==> config.mk <==
export PLATFORM = sky130hd
export DESIGN_NAME = flop_enable_reset
export DESIGN_NICKNAME = d
export VERILOG_FILES = /design/src/rtl/flop_enable_reset.sv
export SDC_FILE = /design/constraint.sdc
export NUM_CORES = 1
export LEC_CHECK = 0
export ABC_AREA = 1
export BUFFER_PORTS_ARGS = -buffer_cell sky130_fd_sc_hd__buf_2
export CAP_MARGIN = 5
export CORE_AREA = 3 3 40 42
export DETAILED_ROUTE_END_ITERATION = 10
export DIE_AREA = 0 0 43 45
export GPL_ROUTABILITY_DRIVEN = 0
export SYNTH_ARGS = -nofsm -noshare
export SYNTH_HDL_FRONTEND = slang
export SYNTH_SLANG_ARGS = --single-unit
export TNS_END_PERCENT = 20
==> constraint.sdc <==
create_clock -name clock -period 0.8 [get_ports clock]
set_input_delay 0.12 -clock clock [delete_from_list [all_inputs] [get_ports clock]]
set_output_delay 0.12 -clock clock [all_outputs]
set_load 0.05 [all_outputs]
==> src/rtl/flop_enable_reset.sv <==
// rtl/flop_enable_reset.sv - load-enable register with async reset, plus mux2/mux4 helpers
// Datapath primitives: mux port order is fixed so parents can instantiate positionally.

module flop_enable_reset #(
    parameter int WIDTH = 8
) (
    input  logic             clock,
    input  logic             reset,
    input  logic             enable,
    input  logic [WIDTH-1:0] d,
    output logic [WIDTH-1:0] q
);

    // Reset wins over the clock and drops any load that would have happened.
    always_ff @(posedge clock or posedge reset) begin
        if (reset) begin
            q <= '0;
        end else if (enable) begin
            q <= d;
        end
    end

endmodule


==> results of run 1 <==
==> power by group through the flow <==
stage	Combinational, W	Clock [W]	Sequential (W)
after floorplan	0.0000512	0	0.000595
after global placement	0.000247	0	0.000463
after detailed placement	0.000249	0	0.000465
after CTS	0.000297	0.000363	0.000468
after global routing	0.000310	0.000372	0.000472
final	0.000292	0.000345	0.000467
==> placed cells by master (no fill, tap or decap) <==
cell type,instances
buf_2,10
clkbuf_4,3
nand2_1,24
inv_1,1
dfrtp_1,7
buf_6,8
dlygate4sd3_1,1
inv_2,1
dfrtp_2,1
clkbuf_1,1
==> per-layer routing <==
| metal | GRT usage | vias up |
|---|---|---|
| li1 | - | 146 |
| met1 | 0.0965 | 123 |
| met2 | 0.114 | 19 |
| met3 | 0.0319 | 2 |
| met4 | 0.0904 | 0 |
| met5 | 0 | - |
==> layout make-up <==
type,instances,area (um^2),share of cell area
inverter,2,7.51,0.0152
tap,15,18.8,0.0380
clock buffer,4,26.3,0.0532
timing repair buffer,19,150,0.304
sequential,8,201,0.408
multi-input combinational,24,90.1,0.182
==> kinds of logic (layout without fill, tap and decap cells) <==
kind of cell           count (synthesis)  in the layout
and+or+nand+nor                       24             24
DFF                                    8              8
buffers and inverters                  3             25
==> worst paths after layout <==
kind	from	end	cells after the start
max	q[0]	q[0]	1
min	d[0]	q[0]	3
max reg2reg	q[5]	q[5]	2
min reg2reg	q[3]	q[3]	2
max in group asynchronous	reset	q[0]	3
min in group asynchronous	reset	q[5]	3
==> repair_timing <==
action / 4_1_cts / 5_1_grt
hold buffers: 1 / 0
hold endpoints to repair: 8 / 0
pin swaps: 0 / 0
resized for setup: 16 / 0
setup endpoints to repair: 8 / 8
==> through the flow <==
stage               hold WS (ns)   util
floorplan                -0.0644      -
finish                    0.0528  0.385
global route              0.0646  0.385
detailed placement        0.0845  0.317
global placement          0.0813  0.317
CTS                       0.0437  0.385
==> results.json, run 1 <==
{
  "grt_max_degree": 10,
  "clock.fmax_ghz": 1.06,
  "wire_per_inst_um": 9.90,
  "core-area_mm2": 0.00128,
  "ys_warn_count": 0,
  "synth_area_um2": 309,
  "clkLatencyLatePin_ns": 0.26,
  "synth_compound_area_frac": 0,
  "syn_nets": 46,
  "intPower_w": 0.000739,
  "grt_pass1_vias": 279,
  "p_sw_w": 0.000366,
  "finalWorstSetupSlack_ns": -0.141,
  "ys.flop_type": "dfrtp_1",
  "top_regs": "q x8",
  "path_class": "reg -> out",
  "start_util": 0.241,
  "outcome": "complete, but fails checks",
  "cpLargestDelayFamily": "flip-flops",
  "dr.pass1.iters": 4,
  "synth_edf_count": 0,
  "cp-end-kind": "output pin",
  "p_per_area_mw_per_mm2": 2240,
  "synth_simple_gate_area_frac": 0.291,
  "synth_area_per_cell_um2": 8.83,
  "nNetsFinal": 69,
  "p_clk_frac": 0.312,
  "largest_reg_flops": 8,
  "hpwl_um": 511,
  "fp-row-count": 13,
  "rsz0062_at_grt": "yes",
  "synth_top_area_frac": 0.648,
  "clock_path_buffers": 2,
  "muxShareOfSynthArea": 0,
  "grt_overflow": 0,
  "fp.dieW_um": 43,
  "synthTopCellsByArea": "dfrtp_1, nand2_1, buf_6",
  "ir_drop_v": 0.000657,
  "fillers": 133,
  "cap_violations": 0,
  "drv_slew": 0,
  "port_buffers": 18,
  "diodes": 0,
  "htreeDepth": 1,
  "stdcell_count": 72,
  "start_kind": "register",
  "ys_async_sr_fraction": 1.00,
  "path_cells": "buf_6",
  "relSlewSlack": 0.794,
  "period_share": 1.18,
  "ant_nets": 0,
  "wl_met1_um": 306,
  "die_y_um": 45,
  "area.growth.synth_to_final_pct": 59.9,
  "yosysSeqAreaShare": 0.648,
  "vias": 290,
  "synth_seq_cells": 8,
  "grt_pass1_wl_um": 1120,
  "yosys-top-cells-count": "nand2_1, dfrtp_1, buf_6, inv_1, inv_2",
  "tightest_slew_ns": 0.308,
  "ff2ff_setup_slack_ns": 0.18,
  "crit_slowest_cell": "dfrtp_2",
  "grt_usage": 0.0840,
  "setup_tns_ns": -1.00,
  "met2WireLength_um": 318,
  "arrival_ns": 0.82,
  "ys_types": 5,
  "route.detailed.drc": 0,
  "dp.cells": 67,
  "die_area_mm2": 0.00194,
  "power_w": 0.00110,
  "viasPerCell": 4.03,
  "drtIter0Drc": 3,
  "place_area_um2": 408,
  "top_layer": "met4",
  "combPwrFrac": 0.265,
  "power_frac_seq": 0.423,
  "synth_xor_area_frac": 0,
  "p_sw_frac": 0.331,
  "cp_max_fo": 2,
  "drive_gt1_frac": 0.404,
  "post-cts-setup-buffers": 0,
  "setup_viol": 8,
  "p_leak_nw": 0.282,
  "final_area_um2": 494,
  "dr_wl_met3_um": 72,
  "synth_top_area_cell": "dfrtp_1",
  "place_ws_ns": 0.0836,
  "synth_top_family_by_area": "simple AND/OR/NAND/NOR gates",
  "crit_required_ns": 0.68,
  "violations": "setup timing",
  "min_period_ns": 0.941,
  "pin_count": 19,
  "finClkSkew_ns": 0,
  "clock_sinks": 8,
  "cts_root_buf": "clkbuf_4",
  "top_register": "q",
  "wirelength_um": 713,
  "clk_pin_slew_ns": 0.06,
  "hp-class": "in -> reg",
  "worst-path-buf-inv": 1,
  "cts_tree": "built",
  "netlist_instances": 35,
  "cpPeakStageDelay_ns": 0.41,
  "antenna_found_initial": 0,
  "synth_most_common_cell": "nand2_1",
  "finalHoldViolCount": 0,
  "synthAdderAreaFrac": 0,
  "cts_inserted_buffers": 3
}
Note: power is estimated with default switching activity, not from simulation.
==> inputs of run 2 (changes only) <==
- GPL_TIMING_DRIVEN: unset -> 0
==> results.json, run 2 (synthesis results as in run 1) <==
{
  "outcome": "complete, but fails checks",
  "violations": "setup timing",
  "grt_overflow": 0,
  "die_y_um": 45,
  "wirelength_um": 710,
  "p_leak_nw": 0.285,
  "relSlewSlack": 0.777,
  "grt_pass1_vias": 280,
  "cap_violations": 0,
  "dr.pass1.iters": 3,
  "top_layer": "met3",
  "arrival_ns": 0.81,
  "drv_slew": 0,
  "min_period_ns": 0.933,
  "p_per_area_mw_per_mm2": 2200,
  "grt_usage": 0.0891,
  "core-area_mm2": 0.00128,
  "clk_pin_slew_ns": 0.06,
  "cts_tree": "built",
  "final_common_cell": "nand2_1",
  "ant_nets": 0,
  "hold_start": "d[0]",
  "antenna_found_initial": 0,
  "min_delay_path_depth": 3,
  "post-cts-setup-buffers": 0,
  "tightest_slew_ns": 0.335,
  "htreeDepth": 1,
  "clock_sinks": 8,
  "clock.fmax_ghz": 1.07,
  "start_kind": "register",
  "dr_wl_met3_um": 81,
  "route.detailed.drc": 0,
  "cts_root_buf": "clkbuf_4",
  "pin_count": 19,
  "cp_max_fo": 2,
  "path_cells": "buf_6",
  "rsz0062_at_grt": "yes",
  "drtIter0Drc": 12,
  "diodes": 0,
  "cts_inserted_buffers": 3,
  "wl_met1_um": 304,
  "cp-end-kind": "output pin",
  "wire_per_inst_um": 9.86,
  "die_area_mm2": 0.00194,
  "largest_reg_flops": 8,
  "worst-path-buf-inv": 1,
  "power_w": 0.00110,
  "layout_common_cells": "nand2_1, buf_6, buf_2",
  "drive_gt1_frac": 0.404,
  "dp.cells": 67,
  "fillers": 140,
  "fp.dieW_um": 43,
  "r2r-end": "q[0]",
  "setup_viol": 8,
  "grt_pass1_wl_um": 1170,
  "finalHoldViolCount": 0,
  "worstRegToRegCells": 2,
  "top_register": "q",
  "path_class": "reg -> out",
  "nNetsFinal": 69,
  "met2WireLength_um": 324,
  "hpwl_um": 479,
  "clock_path_buffers": 2,
  "finClkSkew_ns": 0,
  "fp-row-count": 13,
  "ir_drop_v": 0.000950,
  "setup_tns_ns": -0.966,
  "viasPerCell": 3.88,
  "top_regs": "q x8",
  "grt_max_degree": 10,
  "ff2ff_setup_slack_ns": 0.19,
  "port_buffers": 17,
  "reg2reg_from": "q[0]",
  "crit_slowest_cell": "dfrtp_2",
  "stdcell_count": 72,
  "start_util": 0.241,
  "vias": 279,
  "period_share": 1.17,
  "cpLargestDelayFamily": "flip-flops",
  "cpPeakStageDelay_ns": 0.41,
  "area.growth.synth_to_final_pct": 61.9,
  "clkLatencyLatePin_ns": 0.26,
  "finalWorstSetupSlack_ns": -0.133,
  "hold_path_end": "q[0]",
  "hp-class": "in -> reg",
  "crit_required_ns": 0.68
}
-- run 2: how the worst max path moves through the flow --
| stage | startpoint | end | slack, ns | depth (start not counted) |
|---|---|---|---|---|
| after global routing | q[0] | q[0] | -0.19 | 1 |
| final | q[0] | q[0] | -0.13 | 1 |
| after detailed placement | q[6] | q[6] | 0.09 | 1 |
| after floorplan | q[1] | q[1] | -0.03 | 2 |
| after global placement | q[7] | q[7] | 0.09 | 1 |
| after CTS | q[0] | q[0] | -0.15 | 1 |
-- run 2: cell type report --
type | instances | area (um^2) | share of cell area
Multi-Input combinational cell | 24 | 90.1 | 0.180
Tap cell | 15 | 18.8 | 0.0375
Timing Repair Buffer | 18 | 145 | 0.290
Buffer | 1 | 11.3 | 0.0225
Inverter | 2 | 7.51 | 0.0150
Sequential cell | 8 | 201 | 0.402
Clock buffer | 4 | 26.3 | 0.0525
-- run 2: timing repair --
action | in CTS | in global routing
endpoints found under the setup margin | 8 | 8
hold buffers | 1 | 0
resized for setup | 16 | 0
endpoints found under the hold margin | 8 | 0
-- run 2: routing by layer --
metal  GRT usage  vias to the layer above
met2       0.114                       14
met1       0.106                      119
met4      0.0723                        0
li1            -                      146
met3      0.0518                        0
met5           0                        -
-- run 2: through the flow --
step,hold WS [ns],util,cell area (um^2),setup slack (ns)
3_3_place_gp,0.0801,0.322,414,0.0887
2_1_floorplan,-0.0644,-,310,-0.0325
3_5_place_dp,0.0935,0.322,414,0.0893
4_1_cts,0.0471,0.389,500,-0.151
6_report,0.0584,0.389,500,-0.133
5_1_grt,0.0541,0.389,500,-0.188
-- run 2: report_power, final --
part / switching [W] / internal (W) / leakage, nW / total [W]
clock: 0.000144 / 0.000191 / 0.0150 / 0.000335
combinational: 0.000188 / 0.000109 / 0.173 / 0.000296
sequential: 0.0000259 / 0.000442 / 0.0963 / 0.000468
